<file path="config.mk">
export PLATFORM = sky130hd
export DESIGN_NAME = apb_master
export DESIGN_NICKNAME = d
export VERILOG_FILES = /design/src/rtl/apb_master.sv
export SDC_FILE = /design/constraint.sdc
export NUM_CORES = 1
export LEC_CHECK = 0
export BUFFER_PORTS_ARGS = -buffer_cell sky130_fd_sc_hd__buf_2
export CORE_ASPECT_RATIO = 0.75
export CORE_UTILIZATION = 39
export CTS_CLUSTER_DIAMETER = 40
export DETAILED_ROUTE_END_ITERATION = 8
export HOLD_SLACK_MARGIN = 0.05
export PLACE_DENSITY = 0.76
export SYNTH_ARGS = -nofsm -noshare
export SYNTH_HDL_FRONTEND = slang
export SYNTH_SLANG_ARGS = --single-unit
export TNS_END_PERCENT = 30
</file>
<file path="constraint.sdc">
create_clock -name clk -period 1.9 [get_ports clk]
set_clock_uncertainty 0.05 [all_clocks]
set_input_delay 0.285 -clock clk [delete_from_list [all_inputs] [get_ports clk]]
set_output_delay 0.285 -clock clk [all_outputs]
set_load 0.02 [all_outputs]
</file>
<file path="src/rtl/apb_master.sv">
`timescale 1ns/1ps
// APB4 requester: turns one outstanding command into a SETUP/ACCESS transfer,
// returning read data and error status, with a watchdog on stalled completers.
module apb_master #(
    parameter int unsigned ADDR_W  = 12,
    parameter int unsigned DATA_W  = 32,
    parameter int unsigned TIMEOUT = 16
) (
    input  logic                clk,
    input  logic                preset_n,
    input  logic                cmd_valid_i,
    output logic                cmd_ready_o,
    input  logic                cmd_write_i,
    input  logic [ADDR_W-1:0]   cmd_addr_i,
    input  logic [DATA_W-1:0]   cmd_wdata_i,
    input  logic [DATA_W/8-1:0] cmd_strb_i,
    output logic                rsp_valid_o,
    output logic [DATA_W-1:0]   rsp_rdata_o,
    output logic                rsp_err_o,
    output logic                rsp_timeout_o,
    output logic                psel,
    output logic                penable,
    output logic                pwrite,
    output logic [ADDR_W-1:0]   paddr,
    output logic [DATA_W-1:0]   pwdata,
    output logic [DATA_W/8-1:0] pstrb,
    input  logic                pready,
    input  logic                pslverr,
    input  logic [DATA_W-1:0]   prdata
);
    localparam int unsigned STRB_W = DATA_W / 8;
    localparam int unsigned CNT_W  = (TIMEOUT == 0) ? 1 : $clog2(TIMEOUT + 1);
    localparam logic [CNT_W-1:0] CNT_LAST = CNT_W'((TIMEOUT == 0) ? 0 : TIMEOUT - 1);
    localparam logic [CNT_W-1:0] CNT_MAX  = '1;

    typedef enum logic [1:0] {
        S_IDLE   = 2'd0,
        S_SETUP  = 2'd1,
        S_ACCESS = 2'd2
    } state_t;

    state_t              r_state;
    state_t              w_state_nxt;
    logic                w_accept;
    logic                w_done;
    logic                w_abort;
    logic                w_expire;
    logic [CNT_W-1:0]    r_cnt;
    logic                r_psel;
    logic                r_penable;
    logic                r_pwrite;
    logic [ADDR_W-1:0]   r_paddr;
    logic [DATA_W-1:0]   r_pwdata;
    logic [STRB_W-1:0]   r_pstrb;
    logic                r_rsp_valid;
    logic [DATA_W-1:0]   r_rsp_rdata;
    logic                r_rsp_err;
    logic                r_rsp_timeout;

    assign w_accept = (r_state == S_IDLE) && cmd_valid_i;
    // Expires on the last permitted wait cycle; a zero TIMEOUT never expires.
    assign w_expire = (TIMEOUT != 0) && (r_cnt == CNT_LAST);

    always_ff @(posedge clk) begin
        if (!preset_n) begin
            r_state <= S_IDLE;
        end else begin
            r_state <= w_state_nxt;
        end
    end

    always_comb begin
        w_state_nxt = r_state;
        w_done      = 1'b0;
        w_abort     = 1'b0;
        case (r_state)
            S_IDLE: begin
                if (cmd_valid_i) begin
                    w_state_nxt = S_SETUP;
                end
            end
            S_SETUP: begin
                w_state_nxt = S_ACCESS;
            end
            S_ACCESS: begin
                // pready wins over an expiring watchdog in the same cycle
                if (pready) begin
                    w_done      = 1'b1;
                    w_state_nxt = S_IDLE;
                end else if (w_expire) begin
                    w_abort     = 1'b1;
                    w_state_nxt = S_IDLE;
                end
            end
            default: begin
                w_state_nxt = S_IDLE;
            end
        endcase
    end

    always_ff @(posedge clk) begin
        if (!preset_n) begin
            r_cnt         <= '0;
            r_psel        <= 1'b0;
            r_penable     <= 1'b0;
            r_pwrite      <= 1'b0;
            r_paddr       <= '0;
            r_pwdata      <= '0;
            r_pstrb       <= '0;
            r_rsp_valid   <= 1'b0;
            r_rsp_rdata   <= '0;
            r_rsp_err     <= 1'b0;
            r_rsp_timeout <= 1'b0;
        end else begin
            r_psel      <= (w_state_nxt != S_IDLE);
            r_penable   <= (w_state_nxt == S_ACCESS);
            r_rsp_valid <= w_done | w_abort;

            // Command fields held on the bus until the next accept
            if (w_accept) begin
                r_pwrite <= cmd_write_i;
                r_paddr  <= cmd_addr_i;
                r_pwdata <= cmd_wdata_i;
                r_pstrb  <= cmd_write_i ? cmd_strb_i : '0;
            end

            if (w_accept) begin
                r_cnt <= '0;
            end else if ((r_state == S_ACCESS) && !pready && (r_cnt != CNT_MAX)) begin
                r_cnt <= r_cnt + CNT_W'(1);
            end

            if (w_done) begin
                r_rsp_rdata   <= r_pwrite ? '0 : prdata;
                r_rsp_err     <= pslverr;
                r_rsp_timeout <= 1'b0;
            end else if (w_abort) begin
                r_rsp_rdata   <= '0;
                r_rsp_err     <= 1'b1;
                r_rsp_timeout <= 1'b1;
            end
        end
    end

    assign cmd_ready_o   = (r_state == S_IDLE);
    assign psel          = r_psel;
    assign penable       = r_penable;
    assign pwrite        = r_pwrite;
    assign paddr         = r_paddr;
    assign pwdata        = r_pwdata;
    assign pstrb         = r_pstrb;
    assign rsp_valid_o   = r_rsp_valid;
    assign rsp_rdata_o   = r_rsp_rdata;
    assign rsp_err_o     = r_rsp_err;
    assign rsp_timeout_o = r_rsp_timeout;

endmodule

</file>
Word-level counts from Yosys, hierarchy flattened --
Index checks and enable logic that the tools add are counted.
Word-level totals: bits of input ports 86, output and inout bits 87, flip-flop bits (word level) 93, logic and storage cells 44
Operators by class: add/subtract/negate cells 1, bitwise logic cells 2, equal/unequal tests 5, reductions and logical operators 9, multiplexer cells 15
Operators with widths (count):
- 32-bit 2-to-1 mux | 3
- 1-bit 2-to-1 mux | 7
- 2-bit 2-to-1 mux | 3
- 2-bit case mux with 3 select lines | 1
- 5-bit by 1-bit adder with 5-bit output (second input constant) | 1
- 5-bit by 4-bit == test with 1-bit output (second input constant) | 1
- 5-bit != test (second input constant) | 1
- 2-bit == test (second input constant) | 2
- 4-bit 2-to-1 mux | 1
- 2-bit nonzero test | 2
- 2-bit OR reduction | 2
- 1-bit logical AND | 3
- 2-bit by 1-bit == test with 1-bit output (second input constant) | 1
- 2-bit logical NOT | 1
- 1-bit logical NOT | 1
- 1-bit NOT | 1
- 1-bit bitwise OR | 1

Depth between registers and ports, before layout --
word-level depth 6, gate-level depth with buffers 7, depth with buffers taken out 6

Worst setup path before layout --
Ideal clock, no wire load.
kind reg2reg, start point register r_cnt[0], end point register r_cnt[3], period minus slack after synthesis 1.972 ns, path slack -0.072 ns, library setup time 0.070 ns, data arrival time 1.852 ns, stages on the path, launching flop included 7, data required time 1.780 ns, path buffers 0, path through dfxtp_1 ha_1 and3_1 ha_1 or4b_4 or3_1 a21oi_1
On the way: cells in the longest elaborated chain, start to end 2, elaborated cells between the ends (all ways) 3, classes of those cells 1 x add/sub; 1 x eq/ne; 1 x reduce/logical
Ends and longest elaborated chain:
- start, declared | RTL line 48 | logic [CNT_W-1:0] r_cnt;
- start signal, assigned | RTL line 130 | r_cnt <= r_cnt + CNT_W'(1);
- branches (longest 2 deep; another with 5-bit by 1-bit adder with 5-bit output)
Parallel ways; which one is timed is not known. A chain may end at the register's enable or synchronous reset.

Final worst setup path --
start point register r_cnt[1], end point register r_cnt[2]
The elaborated chain is that of the path after synthesis.

==> run_summary.xml <==
<?xml version="1.0" encoding="UTF-8"?>
<metrics>
  <group name="layout">
    <metric name="flow.area_growth_from_synthesis" unit="%">42.31</metric>
    <metric name="finalNetCount" unit="">497</metric>
    <metric name="final_layout_size_suffix_gt1_frac" unit="">0.5157</metric>
    <metric name="antenna_cells_inserted" unit="">0</metric>
    <metric name="fin_cells" unit="">514</metric>
    <metric name="final_core_area_utilization" unit="">0.5718</metric>
  </group>
  <group name="timing">
    <metric name="slew-limit-headroom" unit="">0.5860</metric>
    <metric name="tns" unit="ns">-0.05181</metric>
    <metric name="post_route_clock_period_utilization" unit="">1.021</metric>
    <metric name="final_max_slew_viol_count" unit="">0</metric>
    <metric name="final.setup.worst_slack" unit="ns">-0.03994</metric>
    <metric name="grt_setup_unrepaired" unit="">true</metric>
    <metric name="report.final.hold_viol_count" unit="">0</metric>
    <metric name="period_needed" unit="ns">1.940</metric>
    <metric name="tightest_slew" unit="ns">0.6195</metric>
    <metric name="max_freq" unit="GHz">0.5155</metric>
    <metric name="setup_violations" unit="">2</metric>
  </group>
  <group name="pwr">
    <metric name="peakVddDrop" unit="V">0.0004022</metric>
    <metric name="leakage" unit="nW">2.081</metric>
    <metric name="pwr_density_cell" unit="nW/µm²">890.1</metric>
    <metric name="total_power" unit="W">0.003731</metric>
  </group>
  <group name="floorplan">
    <metric name="core_area" unit="µm²">7331</metric>
    <metric name="io-pin-count" unit="">173</metric>
    <metric name="design.die.area" unit="µm²">7907</metric>
    <metric name="initial_core_utilization" unit="">0.4018</metric>
    <metric name="overall_die_width" unit="µm">102.3</metric>
    <metric name="rows" unit="">27</metric>
    <metric name="die_h" unit="µm">77.26</metric>
  </group>
  <group name="flow_run">
    <metric name="max_cap_violations" unit="">0</metric>
  </group>
  <group name="clocking">
    <metric name="buffer_levels_on_the_longest_clock_path" unit="">2</metric>
    <metric name="clk_transition_reported_paths" unit="ns">0.09</metric>
    <metric name="worst_skew_pair.late_latency" unit="ns">0.34</metric>
    <metric name="ctsRootBufferMaster" unit="">sky130_fd_sc_hd__clkbuf_8</metric>
    <metric name="cts.sinks" unit="">93</metric>
    <metric name="cts_max_level" unit="">3</metric>
    <metric name="numCtsBuffers" unit="">9</metric>
    <metric name="cts_tree" unit="">built</metric>
    <metric name="ctsHoldBuffers" unit="">0</metric>
  </group>
  <group name="drt">
    <metric name="post_drt_wl_per_cell" unit="µm">14.13</metric>
    <metric name="postRouteWirelength" unit="mm">7.265</metric>
    <metric name="drt-pass1-iter-count" unit="">4</metric>
    <metric name="vias_per_cell" unit="">4.903</metric>
    <metric name="via_count" unit="">2520</metric>
    <metric name="antenna_violating_nets_post_route" unit="">0</metric>
    <metric name="detailedRoute.firstIterationViolations" unit="">54</metric>
    <metric name="post_route_drc_violation_count" unit="">0</metric>
  </group>
  <group name="synthesis">
    <metric name="synth_mux_area_frac" unit="">0</metric>
    <metric name="sequential_share_of_the_synthesized_area" unit="">0.6321</metric>
    <metric name="yosys.area_share.xor_xnor" unit="">0.002974</metric>
    <metric name="synth_compound_area_frac" unit="">0.2664</metric>
    <metric name="synth-adder-area-share" unit="">0.01274</metric>
    <metric name="synthesis.nets" unit="">324</metric>
    <metric name="synthSimpleGateAreaFrac" unit="">0.05480</metric>
    <metric name="syn_avg_cell_area" unit="µm²">12.53</metric>
    <metric name="synth_seq_cells" unit="">93</metric>
    <metric name="synth_warnings" unit="">0</metric>
    <metric name="post_synthesis_instance_area" unit="µm²">2945</metric>
    <metric name="yosysUniqueCellTypes" unit="">30</metric>
    <metric name="synth_top_family_by_area" unit="">compound AO/OA/AOI/OAI gates</metric>
    <metric name="synthesis.instances" unit="">235</metric>
  </group>
  <group name="worst_setup_path">
    <metric name="worst-path-max-fanout" unit="">3</metric>
    <metric name="rr_startpoint" unit="">r_cnt[1]</metric>
    <metric name="timing_worst_setup_path_type" unit="">register to register</metric>
    <metric name="crit_path_capture_type" unit="">register</metric>
    <metric name="startpoint_type" unit="">register</metric>
    <metric name="critPathRequiredTime" unit="ns">2.13</metric>
    <metric name="crit_path_start" unit="">r_cnt[1]</metric>
    <metric name="arrival" unit="ns">2.17</metric>
  </group>
  <group name="global_route">
    <metric name="grt_pass1_wl" unit="mm">10.42</metric>
    <metric name="grt_use_total" unit="">0.1701</metric>
    <metric name="met3_usage" unit="">0.06746</metric>
    <metric name="gr-usage-met1" unit="">0.2002</metric>
    <metric name="globalRouteOverflowTotal" unit="">0</metric>
    <metric name="gr-max-usage-layer" unit="">met2</metric>
    <metric name="pin_count_of_the_biggest_net_entering_global_routing" unit="">50</metric>
    <metric name="grt_use_met2" unit="">0.2752</metric>
    <metric name="vias_in_the_first_global_route" unit="">2292</metric>
    <metric name="antenna_found_initial" unit="">0</metric>
  </group>
  <group name="hold_path">
    <metric name="min_from" unit="">cmd_wdata_i[23]</metric>
    <metric name="hold_path.class" unit="">primary input to register</metric>
  </group>
  <group name="placed_design">
    <metric name="place_hpwl" unit="mm">4.913</metric>
    <metric name="buffer_ports.inserted" unit="">172</metric>
    <metric name="dp_cells" unit="">496</metric>
    <metric name="gp_congestion" unit="">0.7055</metric>
    <metric name="detailedPlace.worstSlack" unit="ns">-0.01782</metric>
  </group>
  <group name="status">
    <metric name="outcome" unit="">finished with violations</metric>
    <metric name="failed_checks" unit="">negative setup slack</metric>
  </group>
</metrics>
[through the flow]
step	instance area [µm²]	hold WS (ns)
2_1_floorplan	2955	0.3488
3_3_place_gp	3943	0.3963
3_5_place_dp	3943	0.3997
4_1_cts	4121	0.06564
5_1_grt	4192	0.06968
6_report	4192	0.09348
[final timing paths]
check          endpoint  slack, ns  cells past startpoint
max            r_cnt[2]      -0.04                      6
min          pwdata[23]       0.09                      2
max reg2reg    r_cnt[2]      -0.04                      6
min reg2reg    pstrb[1]       0.42                      1
[what timing repair did]
item                                    in CTS  in global routing
buffers inserted                             0                  1
gates resized for setup                      1                 12
pin swaps                                    0                  5
endpoints found under the setup margin       2                 82
gates cloned                                 0                  1
[synthesized netlist by cell type, drive strengths merged]
master	instances	share of area
or4b	2	0.0081
nor3b	1	0.0025
nor2	5	0.0064
or2	2	0.0043
a32o	4	0.014
nor3	1	0.0017
o211a	1	0.0034
a21o	1	0.0025
and2	1	0.0021
nor4b	1	0.0051
or3	2	0.0042
and3	2	0.0042
dfxtp	93	0.63
nand2b	1	0.0021
nand3b	1	0.0025
a22o	77	0.23
a21oi	7	0.012
xnor2	1	0.0030
o21ai	2	0.0034
ha	3	0.013
clkbuf	4	0.0051
nand2	3	0.0038
a211oi	1	0.0025
or2b	1	0.0030
and2b	1	0.0030
nand3	1	0.0017
buf	13	0.022
inv	3	0.0038
[power breakdown]
| group | internal, W | switching [W] | total (W) | leakage (nW) |
|---|---|---|---|---|
| combinational | 0.000208 | 0.000277 | 0.000486 | 1.24 |
| sequential | 0.00204 | 0.0000504 | 0.00209 | 0.759 |
| clock | 0.000511 | 0.000644 | 0.00116 | 0.0815 |
| total | 0.00276 | 0.000972 | 0.00373 | 2.08 |
[layout by cell type, fill, tap and decap left out, types with 2 or more instances in the layout]
cell,synthesis,final
sky130_fd_sc_hd__a21oi_1,7,4
sky130_fd_sc_hd__a21oi_2,0,2
sky130_fd_sc_hd__a22o_1,77,77
sky130_fd_sc_hd__a32o_1,4,4
sky130_fd_sc_hd__buf_12,0,2
sky130_fd_sc_hd__buf_2,13,172
sky130_fd_sc_hd__buf_4,0,4
sky130_fd_sc_hd__clkbuf_8,0,10
sky130_fd_sc_hd__clkinvlp_4,0,3
sky130_fd_sc_hd__dfxtp_1,93,91
sky130_fd_sc_hd__dfxtp_2,0,2
sky130_fd_sc_hd__ha_4,0,2
sky130_fd_sc_hd__inv_1,3,3
sky130_fd_sc_hd__nand2_1,3,3
sky130_fd_sc_hd__nor2_1,5,4
sky130_fd_sc_hd__nor2_4,0,2
sky130_fd_sc_hd__o21ai_1,0,2
sky130_fd_sc_hd__or3_4,0,2
[cells by family after synthesis]
group	after synthesis
xor gates and xnor gates	1
AOI/OAI and AO/OA	93
buffers and inverters	20
adders and majority gates	3
DFF	93
and+or+nand+nor	25
[routing by layer]
metal  wire length, µm  share of wire  vias up
met1              3271           0.45     1147
met5                 0              0        -
met2              3250           0.45      127
met4                97          0.013        0
met3               645          0.089        9
li1                  -              -     1237
[worst max-delay path, stage by stage, from the launching register on]
cell,delay (ns)
sky130_fd_sc_hd__dfxtp_2,0.35
sky130_fd_sc_hd__ha_4,0.16
sky130_fd_sc_hd__and3_4,0.19
sky130_fd_sc_hd__ha_4,0.16
sky130_fd_sc_hd__or4b_4,0.49
sky130_fd_sc_hd__or3_4,0.39
sky130_fd_sc_hd__a21oi_2,0.11
[state kept, by name, indices dropped and copies added (netlist names), 2 cells and up]
name	count
paddr	12
pstrb	4
pwdata	32
r_cnt	5
r_state	2
rsp_rdata_o	32
[cell type report]
type	count	area, µm²
clock inverter	5	36.28
clock buffer	11	141.4
inverter	3	11.26
fill	630	3139
timing repair buffer	178	930.9
multi-input combinational	123	1081
tap	101	126.4
sequential	93	1864
(Power assumes the default switching activity.)
